--- src/rtl/fp_special_case_pipe.sv ---
// IEEE-754 operand classifier / special-result generator for FP mul and add, with a LATENCY-deep valid/ready pipeline.
// Optional build macro FP_SPECIAL_STICKY_FLAGS_EN adds clear_sticky / sticky_status accumulation.
module fp_special_case_pipe #(
  parameter int EXP_W   = 8,
  parameter int MAN_W   = 23,
  parameter int LATENCY = 1,
  localparam int W      = 1 + EXP_W + MAN_W
) (
  input  logic         clk,
  input  logic         rstn,
  input  logic         in_valid,
  output logic         in_ready,
  input  logic         op_mode,
  input  logic [W-1:0] in_a,
  input  logic [W-1:0] in_b,
  output logic         out_valid,
  input  logic         out_ready,
  output logic         zero_flag,
  output logic         denorm_flag,
  output logic         inf_flag,
  output logic         nan_flag,
  output logic         invalid_flag,
  output logic         special_flag,
  output logic [W-1:0] special_result
`ifdef FP_SPECIAL_STICKY_FLAGS_EN
  ,
  input  logic         clear_sticky,
  output logic [3:0]   sticky_status
`endif
);

  localparam int P = W + 6;
  localparam logic [W-1:0] QNAN = {1'b0, {EXP_W{1'b1}}, 1'b1, {(MAN_W-1){1'b0}}};

  logic             sign_a, sign_b;
  logic [EXP_W-1:0] exp_a, exp_b;
  logic [MAN_W-1:0] man_a, man_b;
  logic             nan_a, nan_b, inf_a, inf_b, den_a, den_b, zero_a, zero_b;
  logic [W-1:0]     res;
  logic             special, invalid;
  logic [P-1:0]     stage_in;
  logic             adv;

  logic             valid_reg [LATENCY];
  logic [P-1:0]     data_reg  [LATENCY];

  assign sign_a = in_a[W-1];
  assign sign_b = in_b[W-1];
  assign exp_a  = in_a[W-2:MAN_W];
  assign exp_b  = in_b[W-2:MAN_W];
  assign man_a  = in_a[MAN_W-1:0];
  assign man_b  = in_b[MAN_W-1:0];

  // zero_x covers both true zeros and denormals (denormals-are-zero)
  assign nan_a  = (&exp_a) & (|man_a);
  assign nan_b  = (&exp_b) & (|man_b);
  assign inf_a  = (&exp_a) & ~(|man_a);
  assign inf_b  = (&exp_b) & ~(|man_b);
  assign den_a  = ~(|exp_a) & (|man_a);
  assign den_b  = ~(|exp_b) & (|man_b);
  assign zero_a = ~(|exp_a);
  assign zero_b = ~(|exp_b);

  always_comb begin
    res     = '0;
    special = 1'b0;
    invalid = 1'b0;
    if (!op_mode) begin
      if (nan_a | nan_b) begin
        res = QNAN; special = 1'b1;
      end else if ((inf_a & zero_b) | (zero_a & inf_b)) begin
        res = QNAN; special = 1'b1; invalid = 1'b1;
      end else if (inf_a | inf_b) begin
        res = {sign_a ^ sign_b, {EXP_W{1'b1}}, {MAN_W{1'b0}}}; special = 1'b1;
      end else if (zero_a | zero_b) begin
        res = {sign_a ^ sign_b, {(W-1){1'b0}}}; special = 1'b1;
      end
    end else begin
      if (nan_a | nan_b) begin
        res = QNAN; special = 1'b1;
      end else if (inf_a & inf_b & (sign_a ^ sign_b)) begin
        res = QNAN; special = 1'b1; invalid = 1'b1;
      end else if (inf_a) begin
        res = in_a; special = 1'b1;
      end else if (inf_b) begin
        res = in_b; special = 1'b1;
      end else if (zero_a & zero_b) begin
        res = {sign_a & sign_b, {(W-1){1'b0}}}; special = 1'b1;
      end else if (zero_a) begin
        res = in_b; special = 1'b1;
      end else if (zero_b) begin
        res = in_a; special = 1'b1;
      end
    end
  end

  // Bubbles carry an all-zero payload so idle outputs read as zero
  assign stage_in = in_valid ? {zero_a | zero_b, den_a | den_b, inf_a | inf_b, nan_a | nan_b,
                                invalid, special, res} : '0;

  assign adv      = out_ready | ~valid_reg[LATENCY-1];
  assign in_ready = adv;

  always_ff @(posedge clk or negedge rstn) begin
    if (!rstn) begin
      for (int i = 0; i < LATENCY; i++) begin
        valid_reg[i] <= 1'b0;
        data_reg[i]  <= '0;
      end
    end else if (adv) begin
      valid_reg[0] <= in_valid;
      data_reg[0]  <= stage_in;
      for (int i = 1; i < LATENCY; i++) begin
        valid_reg[i] <= valid_reg[i-1];
        data_reg[i]  <= data_reg[i-1];
      end
    end
  end

  assign out_valid = valid_reg[LATENCY-1];
  assign {zero_flag, denorm_flag, inf_flag, nan_flag, invalid_flag, special_flag,
          special_result} = data_reg[LATENCY-1];

`ifdef FP_SPECIAL_STICKY_FLAGS_EN
  // Clear has priority over the accumulation of a simultaneous transfer
  always_ff @(posedge clk or negedge rstn) begin
    if (!rstn) begin
      sticky_status <= 4'b0000;
    end else if (clear_sticky) begin
      sticky_status <= 4'b0000;
    end else if (out_valid & out_ready) begin
      sticky_status <= sticky_status | {invalid_flag, nan_flag, inf_flag, denorm_flag};
    end
  end
`endif

endmodule
--- config.mk ---
export PLATFORM = sky130hd
export DESIGN_NAME = fp_special_case_pipe
export DESIGN_NICKNAME = d
export VERILOG_FILES = /design/src/rtl/fp_special_case_pipe.sv
export SDC_FILE = /design/constraint.sdc
export NUM_CORES = 1
export LEC_CHECK = 0
export CAP_MARGIN = 20
export CORE_ASPECT_RATIO = 0.9
export CORE_MARGIN = 2
export CORE_UTILIZATION = 43
export DETAILED_ROUTE_END_ITERATION = 10
export DONT_BUFFER_PORTS = 1
export SETUP_SLACK_MARGIN = 0.5
export SLEW_MARGIN = 40
export SYNTH_ARGS = -nofsm -noshare
export SYNTH_HDL_FRONTEND = slang
export SYNTH_SLANG_ARGS = --single-unit
--- constraint.sdc ---
create_clock -name clk -period 1.63 [get_ports clk]
set_input_delay 0.163 -clock clk [delete_from_list [all_inputs] [get_ports clk]]
set_output_delay 0.163 -clock clk [all_outputs]
set_load 0.02 [all_outputs]
=== After elaboration in Yosys (flattened, before gate mapping) ===
Cells that the tools add are included.
W data, S select, Z words.

* Register bits after elaboration: 39
* Output and inout bits: 40
* Word-level logic and storage cells: 62

* Multiplexer cells: 30
* Bitwise operators: 24
* Reduce and logical (&&, ||, !) cells: 6

{| class="wikitable"
|+ Operator list
! cell !! number
|-
| $mux W32 || 12
|-
| $reduce_or A23 Y1 || 2
|-
| $mux W38 || 1
|-
| $mux W1 || 17
|-
| $reduce_and A8 Y1 || 2
|-
| $reduce_or A8 Y1 || 2
|-
| $and A1 B1 Y1 || 12
|-
| $or A1 B1 Y1 || 6
|-
| $not A1 Y1 || 5
|-
| $xor A1 B1 Y1 || 1
|}

=== Logic depth before layout (Yosys ltp) ===
Gate-level depths: netlist of the first run.

* Depth in word-level cells: 10
* Depth in mapped cells: 8
* Mapped depth without buffers: 7

=== Worst setup path after synthesis of the first run ===
No wires, ideal clock.

* Kind: register to register
* Start point: register valid_reg (netlist: out_valid)
* End point: register data_reg[23] (netlist bit)
* Data arrival time: 1946 ps
* Data required time: 1512 ps
* Setup slack: -434 ps
* Cell stages (with the launch flop): 9
* Path buffers: 1
* Clock period less this slack: 2064 ps
* Cell sequence: dfrtp_1 -> nor2b_1 -> inv_1 -> and2_1 -> clkbuf_1 -> o31ai_1 -> nor2_1 -> a221o_1 -> a21o_1

* Longest elaborated chain between the ends: 2

{| class="wikitable"
|+ RTL lines
! item !! line !! text
|-
| start, declared || 44 || <nowiki>logic valid_reg [LATENCY];</nowiki>
|-
| start signal, assigned by index || 114 || <nowiki>valid_reg[i] <= valid_reg[i-1];</nowiki>
|-
| $not A1 Y1 || 101 || <nowiki>assign adv = out_ready | ~valid_reg[LATENCY-1];</nowiki>
|-
| $or A1 B1 Y1 || 101 ||
|-
| named net in_ready || 12 || <nowiki>output logic in_ready,</nowiki>
|-
| end signal, assigned by index || 115 || <nowiki>data_reg[i] <= data_reg[i-1];</nowiki>
|-
| end, declared || 45 || <nowiki>logic [P-1:0] data_reg [LATENCY];</nowiki>
|}

The timed path passes the listed nets, and every way through them passes these cells.
A chain may end at the register's enable or synchronous reset.

=== Final worst setup path of the first run ===
* Start point: input port in_a[11]
* End point: register data_reg[0] (netlist bit)

* Longest elaborated chain between the ends: 9

{| class="wikitable"
|+ RTL lines
! item !! line !! text
|-
| start, declared || 14 || <nowiki>input logic [W-1:0] in_a,</nowiki>
|-
| $reduce_or A23 Y1 * || 55, 57 ||
|-
| $not A1 Y1 || 57 || <nowiki>assign inf_a = (&exp_a) & ~(|man_a);</nowiki>
|-
| $and A1 B1 Y1 || 57 ||
|-
| $or A1 B1 Y1 (tied with other cells) || 73 || <nowiki>end else if (inf_a | inf_b) begin</nowiki>
|-
| $mux W32 (tied with other cells) || 73 ||
|-
| $mux W32, on equally long branches || 71, 81 ||
|-
| $mux W32, on equally long branches || 69, 79 ||
|-
| $mux W32 * || 68 || <nowiki>if (!op_mode) begin</nowiki>
|-
| $mux W38 * || 98 || <nowiki>assign stage_in = in_valid ? {zero_a | zero_b, den_a | den_b, inf_a | inf_b, nan_a | nan_b,</nowiki>
|}

Mark *: on every way between the ends. The rest lies on a longest branch, timed or not.

==> flow_summary.toml, run 1 <==
[worst_setup_path]
worstSetupEndpointType = "register"
worst_r2r_endpoint = "data_reg[28]$_DFFE_PN0P_"
r2r_slack_ns = 0.09
crit_fanout = 22
crit_path_start_kind = "input port"
crit_type = "in -> reg"
timing.rr.start = "out_valid$_DFFE_PN0P_"
crit_path_end = "data_reg[0]$_DFFE_PN0P_"
critPathRequiredTime_ns = 1.86
arrival_ns = 1.80
r2r_cells = 7
crit_start = "in_a[11]"

[job]
max-cap-violations = 0

[floorplanning]
core_area_um2 = 4805
initial_core_util_pct = 44.24
fp-row-count = 24
die_w_um = 78.12
die_h_um = 70.71
io-pin-count = 109
dieArea_um2 = 5523

[synthesis]
synth_nets = 268
netlist.area_leader.share_pct = 45.91
synth_area_um2 = 2126
synth_cell_types = 38
syn_inst = 198
async_flop_share_pct = 100.0
synth-main-ff-cell = "dfrtp_1"
yosysSeqAreaShare_pct = 45.91
synth_warnings = 0
synth_most_common_cell = "dfrtp_1"
avgSynthCellArea_um2 = 10.74
synthTopCellsByArea = "dfrtp_1 (46%), a221o_1 (15%), and2_1 (7.1%), nor4_1 (4.7%), a21o_1 (3.2%)"
ys_ff_latch = 39
yosys.area.top_type = "dfrtp_1"
yosys-top-cells-count = "dfrtp_1 (39), a221o_1 (31), and2_1 (24), nor4_1 (16), nand2_1 (14)"
synth_edf_count = 0

[clocking]
h-tree-depth = 2
numCtsBuffers = 5
cts_buffer_depth = 2
clkTransAtPathRegs_ns = 0.07
clockRootBuffer = "clkbuf_8"
clock_sinks = 39
clkLatencyLatePin_ns = 0.29
cts_tree = "done"

[grt]
grt_antenna_before_repair = 0
grtUsageTotal_pct = 25.28
grt_pass1_vias = 2116
grt_pass1_wl_mm = 10.79
grt_remaining_overflow = 0
grt_max_degree = 40

[hold_path]
hold_start = "in_a[16]"
min_path_type = "in -> reg"

[pwr]
leakagePower_nw = 1.306
peakVddDrop_v = 0.0004172
powerDensity_nw_per_um2 = 625.2

[detailed_routing]
drt_iter0_drc = 128
drt-total-wl_mm = 7.034
drc = 0
drtAntennaViolNets = 0
vias = 2003
viasPerCell = 6.399
post_drt_wl_per_cell_um = 22.47
first_pass_iters = 4

[sta]
clock_skew_ns = 0.006457
slew_headroom_pct = 70.68
max_freq_mhz = 634.5
period_share_pct = 96.69
rsz0062_at_grt = "yes"
drv_slew = 0
worst_pin_slew_ns = 0.4343
final.min_clock_period_ns = 1.576
hold_viol_final = 0
setup_viol = 0
fin_ws_ns = 0.05403

[cells_and_area]
fillers = 381
multi_input_area_um2 = 1301
fin_util_pct = 61.85
largest_reg_flops = 38
finalNetCount = 318
drive_gt1_share_pct = 34.27
regArea_um2 = 977.2
num_antenna_cells = 0
area_growth_syn_to_layout_pct = 39.79

[placed_design]
portBuffers = 0
dp_hpwl_mm = 4.839
detailedPlace.worstSlack_ns = -0.2894
place.gp.congestion = 0.7964

[run_status]
outcome = "complete, no violations"
## what timing repair did
action,4_1_cts,5_1_grt
pin swaps,10,3
hold buffers,11,0
endpoints found under the hold margin,48,0
resized for setup,16,9
gates cloned,1,1
buffers inserted,7,1
endpoints found under the setup margin,39,39
## layer usage
metal | vias up | global-route usage (%) | part of all wire, %
li1 | 900 | - | -
met1 | 994 | 30.28 | 40
met2 | 97 | 44.06 | 50
met3 | 12 | 8.036 | 8.2
met4 | 0 | 7.018 | 1.4
met5 | - | 0 | 0
## worst min-delay path by stage
stage	endpoint	slack, ns	cells past startpoint
6_report	data_reg[16]$_DFFE_PN0P_	0.01	1
5_1_grt	data_reg[16]$_DFFE_PN0P_	0.01	1
4_1_cts	data_reg[16]$_DFFE_PN0P_	0.008	1
3_5_place_dp	data_reg[17]$_DFFE_PN0P_	-0.13	0
3_3_place_gp	data_reg[18]$_DFFE_PN0P_	-0.13	0
2_1_floorplan	data_reg[0]$_DFFE_PN0P_	-0.13	0
## worst max-delay path: stages
cell and delay [ns]:
nor4_4 0.30, nand4_1 0.23, o31ai_4 0.30, buf_4 0.17, nand4_4 0.15, nor2_4 0.13, buf_12 0.17, a221o_1 0.18
## power breakdown
| group | internal (mW) | total [mW] | switching [mW] |
|---|---|---|---|
| clock | 0.295 | 0.612 | 0.318 |
| combinational | 0.120 | 0.227 | 0.107 |
| sequential | 0.985 | 1.02 | 0.0333 |
## layout by cell type (no fill, tap or decap), types with 4 or more instances in the layout
cell	n
dlygate4sd3_1	10
a21o_1	9
nand2_2	4
nor2_1	4
buf_12	4
nor4_1	5
o21ai_0	4
and2_1	23
nor4_4	7
a221o_1	31
buf_4	32
nand4_1	6
clkbuf_8	5
nand2_1	10
nor4_2	4
dfrtp_1	38
## cell families (layout without fill, tap and decap cells)
kind of cell / after synthesis / in the layout / synth area share (%)
AOI/OAI and AO/OA: 64 / 64 / 26.90
adders and majority gates: 1 / 1 / 0.5885
buffers and inverters: 12 / 62 / 3.531
DFF: 39 / 39 / 45.91
and+or+nand+nor: 82 / 82 / 23.07
## final cells by class
type                    count  area share [%]
flip-flops and latches     39           32.88
inverters                   3          0.4632
repair buffers             52           17.56
multi-input cells         147           43.79
well taps                  65           2.737
clock buffers               7           2.568
## through the flow
stage | hold slack (ns) | power (mW) | setup TNS (ns) | instance area (µm²) | instances
after floorplan | -0.1326 | 1.134 | -1.074 | 2283 | 198
after global placement | -0.1317 | 1.165 | -7.362 | 2547 | 285
after detailed placement | -0.1317 | 1.168 | -8.296 | 2547 | 285
after CTS | 0.007537 | 1.856 | 0 | 2900 | 311
after global routing | 0.01110 | 1.940 | -0.02018 | 2972 | 313
final | 0.009576 | 1.858 | 0 | 2972 | 313
Note: power is estimated with default switching activity, not from simulation.
==> inputs of run 2 (changes only) <==
- PLACE_DENSITY: default -> 0.65
==> run 2 against run 1 <==
Non-clock buffer count shrank 1. Combinational power decreased by 12%. Largest cell class unchanged. Count of clock-buffer cells in the layout fell by 1. Global-route usage up 0.68 points. Utilization grew 0.96 points. Clock power is 36% higher. Wire length shrank 0.60%.
==> flow_summary.toml, run 2 (synthesis gave the netlist of run 1 again) <==
[clocking]
clkLatencyLatePin_ns = 0.29
h-tree-depth = 2
clock_sinks = 39
cts_buffer_depth = 2
numCtsBuffers = 5
clockRootBuffer = "clkbuf_8"
cts_tree = "done"
clkTransAtPathRegs_ns = 0.07

[worst_setup_path]
r2r_slack_ns = 0.05
crit_fanout = 8
worstSetupEndpointType = "register"
arrival_ns = 1.77
r2r_cells = 7
crit_path_start_kind = "input port"
crit_type = "in -> reg"
critPathRequiredTime_ns = 1.82

[sta]
worst_pin_slew_ns = 0.3949
period_share_pct = 96.86
clock_skew_ns = 0.002121
fin_ws_ns = 0.05114
hold_ws_ns = 0.01050
final.min_clock_period_ns = 1.579
drv_slew = 0
max_freq_mhz = 633.4
setup_viol = 0
hold_viol_final = 0
slew_headroom_pct = 73.43
rsz0062_at_grt = "yes"

[detailed_routing]
drc = 0
post_drt_wl_per_cell_um = 22.34
first_pass_iters = 5
vias = 2020
drtAntennaViolNets = 0
drt_iter0_drc = 128
drt-total-wl_mm = 6.992
viasPerCell = 6.454

[pwr]
leakagePower_nw = 1.330
peakVddDrop_v = 0.0003942
total_power_mw = 2.053
powerDensity_nw_per_um2 = 680.1

[cells_and_area]
num_antenna_cells = 0
final_cell_mix = "dfrtp_1 (38), a221o_1 (31), buf_4 (25), and2_1 (23), buf_6 (13)"
multi_input_area_um2 = 1344
fin_cells = 313
fin_util_pct = 62.81
regArea_um2 = 977.2
final_common_cell = "dfrtp_1"
largest_reg_flops = 38
finalNetCount = 317
fillers = 395
drive_gt1_share_pct = 36.29
area_growth_syn_to_layout_pct = 41.97

[hold_path]
min_path_type = "in -> reg"
hold_depth = 1

[floorplanning]
fp-row-count = 24
dieArea_um2 = 5523
initial_core_util_pct = 44.24
die_w_um = 78.12
io-pin-count = 109
core_area_um2 = 4805
die_h_um = 70.71

[placed_design]
dp_hpwl_mm = 4.864
place.gp.congestion = 0.8421
detailedPlace.worstSlack_ns = -0.3170
portBuffers = 0
dp.cells = 287

[run_status]
outcome = "complete, no violations"

[grt]
grt_remaining_overflow = 0
grt_max_degree = 40
grt_pass1_vias = 2201
grtUsageTotal_pct = 25.96
grt_antenna_before_repair = 0
grt_pass1_wl_mm = 11.18

[job]
max-cap-violations = 0
==> run 2: cell count changes in the layout (fill, tap and decap cells not counted), sizes merged <==
| cell | change |
|---|---|
| clkbuf | -2 |
| dlygate4sd3 | +1 |
| clkinv | +1 |
| buf | -1 |
| bufinv | +1 |
==> run 2: per-stage QoR <==
step / instance area [µm²] / setup TNS, ns
4_1_cts: 2938 / 0
3_3_place_gp: 2550 / -7.442
5_1_grt: 3018 / -0.01405
6_report: 3018 / 0
3_5_place_dp: 2550 / -9.724
2_1_floorplan: 2283 / -1.074
==> run 2: final cells by class <==
class | count | area share (%)
clock inverters | 2 | 1.161
inverters | 3 | 0.4561
well taps | 65 | 2.695
flip-flops and latches | 39 | 32.38
clock buffers | 6 | 2.736
multi-input cells | 147 | 44.53
repair buffers | 51 | 16.04
==> run 2: repair_timing <==
item | in CTS | in global routing
pin swaps | 18 | 10
endpoints found under the setup margin | 38 | 39
endpoints found under the hold margin | 48 | 1
resized for setup | 23 | 15
setup buffers | 6 | 0
hold buffers | 11 | 1
==> run 2: critical path, cell delays in order <==
cell and delay, ns:
nor4_4 0.31, nand4_1 0.22, o31ai_4 0.40, a31oi_4 0.20, a221o_1 0.31, a21o_1 0.16
==> run 2: final timing paths <==
path / start / to
setup / recovery: in_a[17] / data_reg[26]$_DFFE_PN0P_
hold / removal: in_a[4] / data_reg[4]$_DFFE_PN0P_
setup reg to reg: out_valid$_DFFE_PN0P_ / data_reg[26]$_DFFE_PN0P_
hold reg to reg: data_reg[22]$_DFFE_PN0P_ / data_reg[22]$_DFFE_PN0P_
max in group asynchronous: rstn / out_valid$_DFFE_PN0P_
min in group asynchronous: rstn / data_reg[31]$_DFFE_PN0P_
==> run 2: per-layer routing <==
layer | GRT usage (%) | share of wire [%] | vias to the layer above
li1 | - | - | 888
met1 | 31.08 | 37 | 1013
met2 | 46.36 | 53 | 108
met3 | 6.760 | 8.0 | 11
met4 | 7.212 | 1.1 | 0
met5 | 0 | 0 | -
==> run 2: report_power, final <==
| group | switching, mW | total (mW) | leakage (nW) | internal (mW) |
|---|---|---|---|---|
| registers | 0.0347 | 1.02 | 0.536 | 0.985 |
| logic | 0.100 | 0.200 | 0.733 | 0.100 |
| clock network | 0.337 | 0.833 | 0.0612 | 0.495 |
| total | 0.472 | 2.05 | 1.33 | 1.58 |
==> inputs of run 3 (changes only) <==
- CELL_PAD_IN_SITES_DETAIL_PLACEMENT: default -> 0
- CELL_PAD_IN_SITES_GLOBAL_PLACEMENT: default -> 1
- CORE_UTILIZATION: 43 -> 41
- PLACE_DENSITY: 0.65 -> default
- PLACE_DENSITY_LB_ADDON: default -> 0.1
==> run 3 against run 2 <==
Final area decreased by 2.8%. Setup slack better by 0.020 ns. Power down 6.9%. Largest power group unchanged. Highest routed layer unchanged.
==> flow_summary.toml, run 3 (synthesis gave the netlist of run 1 again) <==
[grt]
grt_remaining_overflow = 0
grt_pass1_vias = 2086
grt_pass1_wl_mm = 10.21
grt_antenna_before_repair = 0
grtUsageTotal_pct = 22.94
grt_max_degree = 40

[detailed_routing]
route.met2.wl_mm = 3.158
dr_wl_met3_um = 552
drc = 0
drtAntennaViolNets = 0
viasPerCell = 6.346
top_layer_used = "met4"
first_pass_iters = 4
wl_met1_mm = 2.741
vias = 1942
post_drt_wl_per_cell_um = 21.26
drt-total-wl_mm = 6.506
drt_iter0_drc = 119

[worst_setup_path]
arrival_ns = 1.74
critPathRequiredTime_ns = 1.81
r2r_slack_ns = 0.11
crit_type = "in -> reg"
crit_fanout = 8
worstSetupEndpointType = "register"
crit_path_start_kind = "input port"

[sta]
clock_skew_ns = 0.005989
setup_viol = 0
max_freq_mhz = 641.7
rsz0062_at_grt = "yes"
period_share_pct = 95.61
final.min_clock_period_ns = 1.558
hold_ws_ns = 0.01721
slew_headroom_pct = 75.64
fin_ws_ns = 0.07152
drv_slew = 0
hold_viol_final = 0
worst_pin_slew_ns = 0.3620

[cells_and_area]
finalNetCount = 310
area_growth_syn_to_layout_pct = 38.02
final_cell_mix = "dfrtp_1 (38), a221o_1 (31), buf_4 (24), and2_1 (23), nand2_1 (14)"
fin_util_pct = 59.58
num_antenna_cells = 0
drive_gt1_share_pct = 32.37
final_common_cell = "dfrtp_1"
largest_reg_flops = 38
fin_cells = 306

[floorplanning]
fp-row-count = 24
initial_core_util_pct = 43.17
io-pin-count = 109
die_h_um = 72.31
die_w_um = 79.90
dieArea_um2 = 5778
core_area_um2 = 4925

[clocking]
clock_sinks = 39
numCtsBuffers = 5
clockRootBuffer = "clkbuf_8"
h-tree-depth = 2
clkLatencyLatePin_ns = 0.29
cts_buffer_depth = 2
cts_tree = "done"
clkTransAtPathRegs_ns = 0.07

[placed_design]
portBuffers = 0
dp.cells = 283
place.gp.congestion = 0.8330
detailedPlace.worstSlack_ns = -0.3795
dp_hpwl_mm = 4.851

[pwr]
leakagePower_nw = 1.283
total_power_mw = 1.912
powerDensity_nw_per_um2 = 651.5
peakVddDrop_v = 0.0003699

[hold_path]
min_path_type = "in -> reg"

[job]
max-cap-violations = 0

[run_status]
outcome = "complete, no violations"
==> run 3: changes by cell type in the layout (fill, tap and decap cells not counted), sizes merged <==
cell	delta
clkinv	-1
bufinv	-1
dlygate4sd3	-1
clkbuf	+2
buf	-6
==> run 3: through the flow <==
step / TNS (ns) / area, µm²
2_1_floorplan: -1.074 / 2283
3_3_place_gp: -10.09 / 2532
3_5_place_dp: -11.76 / 2532
4_1_cts: 0 / 2898
5_1_grt: 0 / 2934
6_report: 0 / 2934
==> run 3: layer usage <==
layer  vias up  GRT usage (%)
met5         -              0
li1        875              -
met3         7          7.338
met2        98          36.94
met1       962          30.40
met4         0          5.273
==> run 3: path summary, 6_finish.rpt <==
check                                               from                        to  cells past startpoint
worst max-delay path                            in_a[11]  data_reg[28]$_DFFE_PN0P_                      6
worst min-delay path                            in_a[20]  data_reg[20]$_DFFE_PN0P_                      1
worst max register to register     out_valid$_DFFE_PN0P_  data_reg[28]$_DFFE_PN0P_                      7
worst min register to register  data_reg[32]$_DFFE_PN0P_  data_reg[32]$_DFFE_PN0P_                      2
max in group asynchronous                           rstn     out_valid$_DFFE_PN0P_                      2
min in group asynchronous                           rstn  data_reg[11]$_DFFE_PN0P_                      2
==> run 3: what timing repair did <==
| item | 4_1_cts | 5_1_grt |
|---|---|---|
| gates resized for setup | 24 | 5 |
| endpoints found under the setup margin | 38 | 39 |
| pin swaps | 14 | 8 |
| buffers inserted | 4 | 0 |
| endpoints found under the hold margin | 48 | 0 |
| hold buffers | 11 | 0 |
==> run 3: area by class of cell <==
type | count | area, µm²
Tap cell | 65 | 81.33
Timing Repair Buffer | 44 | 419.2
Clock buffer | 8 | 100.1
Multi-Input combinational cell | 147 | 1343
Sequential cell | 39 | 977.2
Fill cell | 411 | 1991
Inverter | 3 | 13.76
==> run 3: power by group <==
group          total (mW)  leakage (nW)  internal, mW  switching [mW]
sequential           1.02         0.536         0.985          0.0337
combinational       0.188         0.696        0.0932          0.0946
clock               0.705        0.0515         0.386           0.319
==> run 3: worst max-delay path, stage by stage <==
cell and delay [ns]:
nor4_4 0.32, nand4_1 0.22, o31ai_4 0.39, a31oi_4 0.19, a221o_1 0.30, a21o_1 0.15
